[config.mk]
export PLATFORM = sky130hd
export DESIGN_NAME = cpu_clkgen
export DESIGN_NICKNAME = d
export VERILOG_FILES = /design/src/rtl/cpu_clk_pkg.sv /design/src/rtl/contention_wait.sv /design/src/rtl/cpu_clkgen.sv
export SDC_FILE = /design/constraint.sdc
export NUM_CORES = 1
export LEC_CHECK = 0
export CORE_MARGIN = 4
export CORE_UTILIZATION = 50
export CTS_BUF_LIST = sky130_fd_sc_hd__clkbuf_4 sky130_fd_sc_hd__clkbuf_8 sky130_fd_sc_hd__clkbuf_16
export CTS_CLUSTER_DIAMETER = 60
export DETAILED_ROUTE_END_ITERATION = 6
export GPL_ROUTABILITY_DRIVEN = 0
export GPL_TIMING_DRIVEN = 0
export PLACE_DENSITY = 0.73
export SLEW_MARGIN = 20
export SYNTH_ARGS = -nofsm -noshare
export SYNTH_HDL_FRONTEND = slang
export SYNTH_SLANG_ARGS = --single-unit
export TNS_END_PERCENT = 100
[constraint.sdc]
create_clock -name clk_sys -period 1.8 [get_ports clk_sys]
set_clock_uncertainty 0.2 [all_clocks]
set_input_delay 0.18 -clock clk_sys [delete_from_list [all_inputs] [get_ports clk_sys]]
set_output_delay 0.18 -clock clk_sys [all_outputs]
set_load 0.02 [all_outputs]
[src/rtl/cpu_clk_pkg.sv]
// Shared types and helpers for the CPU clock-enable / contention generator.
package cpu_clk_pkg;

    typedef enum logic {
        IDLE = 1'b0,
        WAIT = 1'b1
    } wait_state_t;

    localparam int unsigned SRC_RAM = 0;
    localparam int unsigned SRC_IO  = 1;

    // Bit width able to hold 0..n-1, never narrower than one bit
    function automatic int unsigned clog2_min1(input int unsigned n);
        return (n <= 2) ? 1 : $clog2(n);
    endfunction

    localparam int unsigned DEF_DIV        = 16;
    localparam int unsigned DEF_NUM_SPEEDS = 4;
    localparam int unsigned SPEED_W_DEF    = clog2_min1(DEF_NUM_SPEEDS);
    localparam int unsigned CNT_W_DEF      = clog2_min1(DEF_DIV);

endpackage

[src/rtl/contention_wait.sv]
// One contention source: IDLE/WAIT state machine with a saturating timeout timer.
module contention_wait
    import cpu_clk_pkg::*;
#(
    parameter int unsigned MAX_WAIT = 4096
) (
    input  logic clk_sys,
    input  logic reset,
    input  logic acc,
    input  logic cont,
    input  logic enable,
    input  logic flush,
    output logic wait_active,
    output logic timeout_err
);

    localparam int unsigned     TW     = clog2_min1(MAX_WAIT);
    localparam logic [TW-1:0]   T_LAST = TW'(MAX_WAIT - 1);

    wait_state_t   state, state_nxt;
    logic [TW-1:0] timer, timer_nxt;
    logic          err_nxt;
    logic          acc_d, cont_d;
    logic          acc_rise_c, cont_fall_c;

    assign acc_rise_c  = acc & ~acc_d;
    assign cont_fall_c = cont_d & ~cont;
    assign wait_active = (state == WAIT);

    always_ff @(posedge clk_sys) begin
        if (reset) begin
            state       <= IDLE;
            timer       <= '0;
            timeout_err <= 1'b0;
            acc_d       <= 1'b0;
            cont_d      <= 1'b0;
        end else begin
            state       <= state_nxt;
            timer       <= timer_nxt;
            timeout_err <= err_nxt;
            acc_d       <= acc;
            cont_d      <= cont;
        end
    end

    // A clear condition in the same cycle as a set keeps the source idle
    always_comb begin
        state_nxt = state;
        timer_nxt = timer;
        err_nxt   = timeout_err;
        case (state)
            IDLE: begin
                if (acc_rise_c && cont && enable && !cont_fall_c && !flush) begin
                    state_nxt = WAIT;
                    timer_nxt = '0;
                end
            end
            WAIT: begin
                if (flush) begin
                    state_nxt = IDLE;
                end else if (timer == T_LAST) begin
                    state_nxt = IDLE;
                    err_nxt   = 1'b1;
                end else if (cont_fall_c) begin
                    state_nxt = IDLE;
                end else if (timer != '1) begin
                    timer_nxt = timer + TW'(1);
                end
            end
            default: state_nxt = IDLE;
        endcase
    end

endmodule

[src/rtl/cpu_clkgen.sv]
// CPU phase enables, fixed fast/PSG enables, turbo speed select and
// per-source contention wait generation, all derived from clk_sys.
module cpu_clkgen
    import cpu_clk_pkg::*;
#(
    parameter int unsigned DIV        = 16,
    parameter int unsigned NUM_SPEEDS = 4,
    parameter int unsigned NSRC       = 2,
    parameter int unsigned PSG_DIV    = 12,
    parameter int unsigned MAX_WAIT   = 4096
) (
    input  logic                               clk_sys,
    input  logic                               reset,
    input  logic [clog2_min1(NUM_SPEEDS)-1:0]  speed,
    input  logic [NSRC-1:0]                    acc,
    input  logic [NSRC-1:0]                    cont,
    output logic                               ce_p,
    output logic                               ce_n,
    output logic                               ce_cpu_p,
    output logic                               ce_cpu_n,
    output logic                               ce_fast,
    output logic                               ce_psg,
    output logic                               cpu_en,
    output logic [NSRC-1:0]                    wait_active,
    output logic [NSRC-1:0]                    timeout_err,
    output logic [clog2_min1(NUM_SPEEDS)-1:0]  cur_speed
);

    localparam int unsigned SPEED_W = clog2_min1(NUM_SPEEDS);
    localparam int unsigned CNT_W   = clog2_min1(DIV);
    localparam int unsigned FAST_N  = DIV / 4;
    localparam int unsigned FAST_W  = clog2_min1(FAST_N);
    localparam int unsigned PSG_W   = clog2_min1(PSG_DIV);

    localparam logic [FAST_W-1:0] FAST_LAST = FAST_W'(FAST_N - 1);
    localparam logic [PSG_W-1:0]  PSG_LAST  = PSG_W'(PSG_DIV - 1);

    logic [CNT_W-1:0]   cnt;
    logic [FAST_W-1:0]  fast_cnt;
    logic [PSG_W-1:0]   psg_cnt;
    logic [31:0]        period_c;
    logic [CNT_W-1:0]   cnt_last_c, cnt_half_c;
    logic [SPEED_W-1:0] speed_clamped_c;
    logic               wrap_c, flush_c, enable_c;

    assign period_c   = DIV >> cur_speed;
    assign cnt_last_c = CNT_W'(period_c - 32'd1);
    assign cnt_half_c = CNT_W'(period_c >> 1);
    assign wrap_c     = (cnt == cnt_last_c);

    assign speed_clamped_c = (32'(speed) >= NUM_SPEEDS) ? SPEED_W'(NUM_SPEEDS - 1) : speed;

    // Waits are dropped on the wrap that enters a turbo speed
    assign flush_c  = wrap_c && (speed_clamped_c != '0);
    assign enable_c = (cur_speed == '0);

    assign ce_cpu_p = ce_p & cpu_en;
    assign ce_cpu_n = ce_n & cpu_en;

    // CPU phase counter; speed only changes on a cycle boundary
    always_ff @(posedge clk_sys) begin
        if (reset) begin
            cnt       <= '0;
            cur_speed <= '0;
            ce_p      <= 1'b0;
            ce_n      <= 1'b0;
            cpu_en    <= 1'b1;
        end else begin
            ce_p <= (cnt == '0);
            ce_n <= (cnt == cnt_half_c);
            if (cnt == '0) begin
                cpu_en <= ~|wait_active;
            end
            if (wrap_c) begin
                cnt       <= '0;
                cur_speed <= speed_clamped_c;
            end else begin
                cnt <= cnt + CNT_W'(1);
            end
        end
    end

    // Speed-independent fast and PSG enables
    always_ff @(posedge clk_sys) begin
        if (reset) begin
            fast_cnt <= '0;
            psg_cnt  <= '0;
            ce_fast  <= 1'b0;
            ce_psg   <= 1'b0;
        end else begin
            ce_fast  <= (fast_cnt == FAST_LAST);
            fast_cnt <= (fast_cnt == FAST_LAST) ? '0 : fast_cnt + FAST_W'(1);
            ce_psg   <= (psg_cnt == '0);
            psg_cnt  <= (psg_cnt == PSG_LAST) ? '0 : psg_cnt + PSG_W'(1);
        end
    end

    for (genvar i = 0; i < int'(NSRC); i++) begin : g_src
        contention_wait #(
            .MAX_WAIT (MAX_WAIT)
        ) u_wait (
            .clk_sys     (clk_sys),
            .reset       (reset),
            .acc         (acc[i]),
            .cont        (cont[i]),
            .enable      (enable_c),
            .flush       (flush_c),
            .wait_active (wait_active[i]),
            .timeout_err (timeout_err[i])
        );
    end

endmodule

**Word level (Yosys, flattened, before mapping)**

Index checks and enable logic that the tools add are counted.
Widths: inputs -> output; s select.

- Flip-flop bits (word level): 49
- Input bits: 8
- Output and inout bits: 13
- Logic and storage cells: 104

- $add $sub $neg: 6
- Equality and inequality tests: 18
- Shift operators: 1
- Multiplexer cells: 22
- Bitwise logic cells: 13
- Reductions and logical operators: 25

Operators with widths:

| cell | count |
|---|---|
| $mux 12 | 10 |
| $pmux 12 s2 | 2 |
| $add 12x1->12 const B | 2 |
| $eq 12x12->1 const B | 2 |
| $ne 12x12->1 const B | 2 |
| $ne 2x2->1 const B | 8 |
| $reduce_and 5->1 | 2 |
| $logic_and 1x1->1 | 9 |
| $add 4x1->4 const B | 2 |
| $eq 4x4->1 | 2 |
| $logic_not 4->1 | 2 |
| $mux 1 | 8 |
| $reduce_or 2->1 | 4 |
| $not 1->1 | 7 |
| $and 1x1->1 | 6 |
| $reduce_and 3->1 | 2 |
| $shr 5x2->5 const A | 1 |
| $eq 4x4->1 const B | 1 |
| $logic_not 1->1 | 4 |
| $ne 2x1->1 const B | 2 |
| $pmux 1 s2 | 2 |
| $sub 4x1->4 const B | 1 |
| $add 2x1->2 const B | 1 |
| $eq 2x2->1 const B | 1 |
| other kinds (2) | 2 |

**Logic depth before layout (Yosys ltp)**

- Word-level depth: 8
- Mapped depth: 8

**Hierarchy**

Synthesis repeated with hierarchy kept, for this count alone.

- Cell total of the unflattened synthesis: 296
- Area total of the unflattened synthesis: 2534.9 um^2

Modules (own cells, without submodules):

| module | instances | cells each | area each (um^2) |
|---|---|---|---|
| contention_wait | 2 | 101 | 834.6 |
| cpu_clkgen | 1 | 94 | 865.8 |

**Worst setup path before layout**

Ideal clock, no wire load.

- Path type: register to register
- Start: register cur_speed[1]
- End: register g_src[1].u_wait.timer[10]
- Library setup time: 0.071 ns
- Arrival time: 1.772 ns
- Setup slack: -0.243 ns
- Cell stages (with the launch flop): 8
- Buffers on the path: 1
- Clock period less this slack: 2.043 ns
- Cell sequence: dfxtp_1 -> buf_4 -> nand4b_1 -> a31oi_2 -> o221ai_4 -> nand4_2 -> or4_1 -> a21oi_1

- Word-level cells in the longest chain between the ends: 8

Ends and longest elaborated chain:

| element | RTL line | text |
|---|---|---|
| start, declared | cpu_clkgen.sv:26 | `output logic [clog2_min1(NUM_SPEEDS)-1:0] cur_speed` |
| start signal, assigned | cpu_clkgen.sv:76 | `cur_speed <= speed_clamped_c;` |
| $shr 5x2->5 | cpu_clkgen.sv:46 | `assign period_c = DIV >> cur_speed;` |
| $sub 4x1->4 | cpu_clkgen.sv:47 | `assign cnt_last_c = CNT_W'(period_c - 32'd1);` |
| $eq 4x4->1 | cpu_clkgen.sv:49 | `assign wrap_c = (cnt == cnt_last_c);` |
| $logic_and 1x1->1 | cpu_clkgen.sv:54 | `assign flush_c = wrap_c && (speed_clamped_c != '0);` |
| $logic_not 1->1 | contention_wait.sv:53 | `if (acc_rise_c && cont && enable && !cont_fall_c && !flush) begin` |
| $logic_and 1x1->1 | contention_wait.sv:53 |  |
| $ne 2x1->1 (no source line) | - |  |
| $reduce_and 5->1 (no source line) (*) | - |  |
| end signal, assigned | contention_wait.sv:39 | `timer <= timer_nxt;` |
| end, declared | contention_wait.sv:21 | `logic [TW-1:0] timer, timer_nxt;` |

Every way passes the cells marked *; elsewhere a longest branch is shown, timed or not.
A chain may end at the register's enable or synchronous reset.

**Worst setup path after layout**

- Start: register cur_speed[1]
- End: register g_src[1].u_wait.timer[11]

Same word-level chain as after synthesis.

==> impl_results.md <==
- Post-route cell area: roughly 3200 µm²
- Global route total overflow: 0
- Sum Neg Setup Slack: -4.29 ns
- YS warnings: 0
- Worst hold path class: flop to flop
- Hold Path Stages: 1
- Crit. End Element: flop
- Final WS setup: -0.264 ns
- Ys async rst share: 0%
- Sequential fraction of the synthesis area: between 40 and 50%
- Synthesized area: 2330 µm²
- Chip width: 76.3 µm
- Power Total: approximately 2.2 mW
- Worst hold margin: around 0.24 ns
- Vias per cell: approximately 5.6
- Crit-path max FO: 8
- IO buf count: 20
- Io pins: 21
- Ant. Diodes: 0
- Max VDD drop: around 600 µV
- Most frequent cells in the layout: dfxtp_1 (35), nor2_1 (34), buf_4 (16), clkdlybuf4s50_1 (16), nand2_1 (15)
- Sink Count: between 40 and 50
- P per Cell Area: ~700 nW/µm²
- Clock latency on the worst-skew pair: between 0.3 and 0.4 ns
- Synth Area in Simple Gates: a little under a third
- Clock Path Buffers: 2
- Hold Crit Endpoint: fast_cnt[0]
- Max reg flops: 24
- Total Nets Final: 322
- Synth Flop Type: dfxtp_1
- Setup crit start kind: flop
- Max Cap Violations: 0
- Crit path required time: between 1.5 and 2 ns
- Drt pass-1 iters: 4
- WL final: between 5 and 6 mm
- Biggest regs: g_src.u_wait.timer: 24 flops, cnt: 4 flops, psg_cnt: 4 flops
- Worst reg2reg path endpoint: g_src[1].u_wait.timer[11]
- Core footprint: roughly 4400 µm²
- Worst path arrival time: approximately 2.1 ns
- XOR/XNOR Fraction of Synth Area: 5.63%
- Iter 0 DRT Violations: roughly 140
- Syn nets: 280
- Post-Syn Instances: 265
- Reg2Reg Setup Slack: -0.26 ns
- Initial antenna violation count: 0
- #FFs+latches synth: just under 50
- Violations in the final reports: setup timing
- Ratio of cells with drive above 1 in the final layout: a little under a third
- Vias in the first global route: between 1,500 and 2,000
- H-tree Lvls: 2
- CTS buffer count: 5
- CP Class: flop to flop
- Num rows: 24
- Slew Limit Headroom: about two thirds
- Die Area: slightly below 6000 µm²
- Clk slew on worst S/H paths: about 0.090 ns
- Post-DR wirelength/cell: between 10 and 15 µm
- Top reg by flops: g_src.u_wait.timer
- Die height: roughly 76 µm
- Static Leakage: ~1.2 nW
- First-pass GRT wire length: around 8.6 mm
- Max Freq: slightly below 500 MHz
- Post-synthesis adder-cell area fraction: 3.75%
- Overall Global Routing Usage: between 15 and 20%
- CTS Hold Buffers Added: 0
- Compound-Gate Fraction of Synth Area: between 10% and 20%
- Worst-Margin Slew: 0.516 ns
- Mux cell area share after synthesis: 1.72%
- R2R depth: 7
- Outcome: finished with violations
- Setup Viol. Count Final: 27
- Area Growth Syn to Fin: 37.1%
- Worst r2r src: cur_speed[1]
- Period utilisation layout: 115%
- Commonest non-fill, non-tap cell in the layout: dfxtp_1
- RSZ-0062 raised after global routing: true
- Worst Hold Launch: fast_cnt[0]
- Fin crit period: a little over 2 ns
- Final Hold Violating Endpoints: 0
- Avg Synthesized Cell Area: 8.81 µm²
- Area after DPL: 2640 µm²
- EDFF count, synth: 0
- Clk root buf: clkbuf_8
- CTS tree: done
- Final ANT Viol Nets: 0
- Largest family of logic cells by synthesized area: simple AND/OR/NAND/NOR gates
- DPL Wire Length: roughly 3.3 mm
- DRC: 0
- Final design utilization: 72.0%
- Initial core utilization: between 50% and 60%
- Via count: 2,032
- Netlist cell types: 47
- Largest net degree at the start of global routing: 18
- Slew Limit Fails: 0
[routing by layer]
layer | up-vias | track usage (%) | part of all wire (%)
met5 | - | 0 | 0
met4 | 0 | 6.70 | 1.9
met3 | 12 | 3.19 | 3.2
met2 | 42 | 30.6 | 51
met1 | 969 | 22.0 | 44
li1 | 1009 | - | -
[cells in the mapped netlist, drive strengths merged (2+ instances only)]
master	instances	share of area (%)
o21ai	6	1.4
a22oi	2	0.64
nor3b	4	1.3
dfxtp	49	42
nor2	42	7.1
a21o	2	0.64
clkbuf	4	0.64
a21oi	11	2.4
nand4	9	3.2
and4	2	0.86
a31oi	7	2.1
o31ai	2	0.64
xor2	11	4.1
nor2b	7	1.9
inv	8	1.3
buf	13	3.6
nor3	9	1.9
nand4bb	2	0.97
ha	7	3.8
mux2i	4	1.7
and2	2	0.54
nand2	16	2.6
or3	4	1.1
nor4b	2	1.0
and3	9	2.4
nand3	15	3.6
xnor2	4	1.5
or4	2	0.64
[power by group]
part	internal, mW	total (mW)	switching, mW
logic	0.136	0.277	0.142
clock network	0.424	0.811	0.387
registers	1.12	1.15	0.0320
[what timing repair did]
action	4_1_cts	5_1_grt
gates cloned	1	1
gates resized for setup	34	44
buffers inserted	14	3
hold endpoints to repair	0	0
endpoints found under the setup margin	34	34
pin swaps	13	18
[per-stage QoR]
step | setup WS (ns) | cells
floorplan | -0.136 | 265
global placement | -0.458 | 337
detailed placement | -0.474 | 337
CTS | -0.266 | 357
global route | -0.355 | 360
finish | -0.264 | 360
[kinds of logic after synthesis]
| family | after synthesis |
|---|---|
| xor gates and xnor gates | 15 |
| DFF | 49 |
| AOI/OAI and AO/OA | 35 |
| buffers and inverters | 25 |
| adders and majority gates | 7 |
| and+or+nand+nor | 130 |
| muxes | 4 |
[critical path, stage by stage, from the launching register on]
cell and delay (ns):
dfxtp_4 0.43, nand4b_1 0.17, a31oi_4 0.12, o221ai_4 0.31, buf_6 0.16, nand3_4 0.08, or4_4 0.43, a21oi_2 0.12
[cell type report]
| type | instances | area [µm²] |
|---|---|---|
| multi-input cells | 192 | 1520 |
| fillers | 329 | 1250 |
| flip-flops and latches | 49 | 1010 |
| repair buffers | 38 | 365 |
| plain buffers | 13 | 97.6 |
| clock buffers | 5 | 68.8 |
| well taps | 52 | 65.1 |
| clock inverters | 3 | 47.5 |
| inverters | 8 | 30.0 |
[how the worst max path moves through the flow]
| stage | startpoint | end | depth (start not counted) | slack [ns] |
|---|---|---|---|---|
| 2_1_floorplan | cur_speed[1] | g_src[0].u_wait.timer[1] | 8 | -0.14 |
| 3_3_place_gp | cont[1] | g_src[1].u_wait.timer[11] | 6 | -0.46 |
| 3_5_place_dp | cont[1] | g_src[1].u_wait.timer[11] | 6 | -0.47 |
| 4_1_cts | cur_speed[1] | g_src[1].u_wait.timer[10] | 6 | -0.27 |
| 5_1_grt | cur_speed[1] | g_src[1].u_wait.timer[11] | 7 | -0.35 |
| 6_report | cur_speed[1] | g_src[1].u_wait.timer[11] | 7 | -0.26 |
Power figures use the tool's default switching activity.
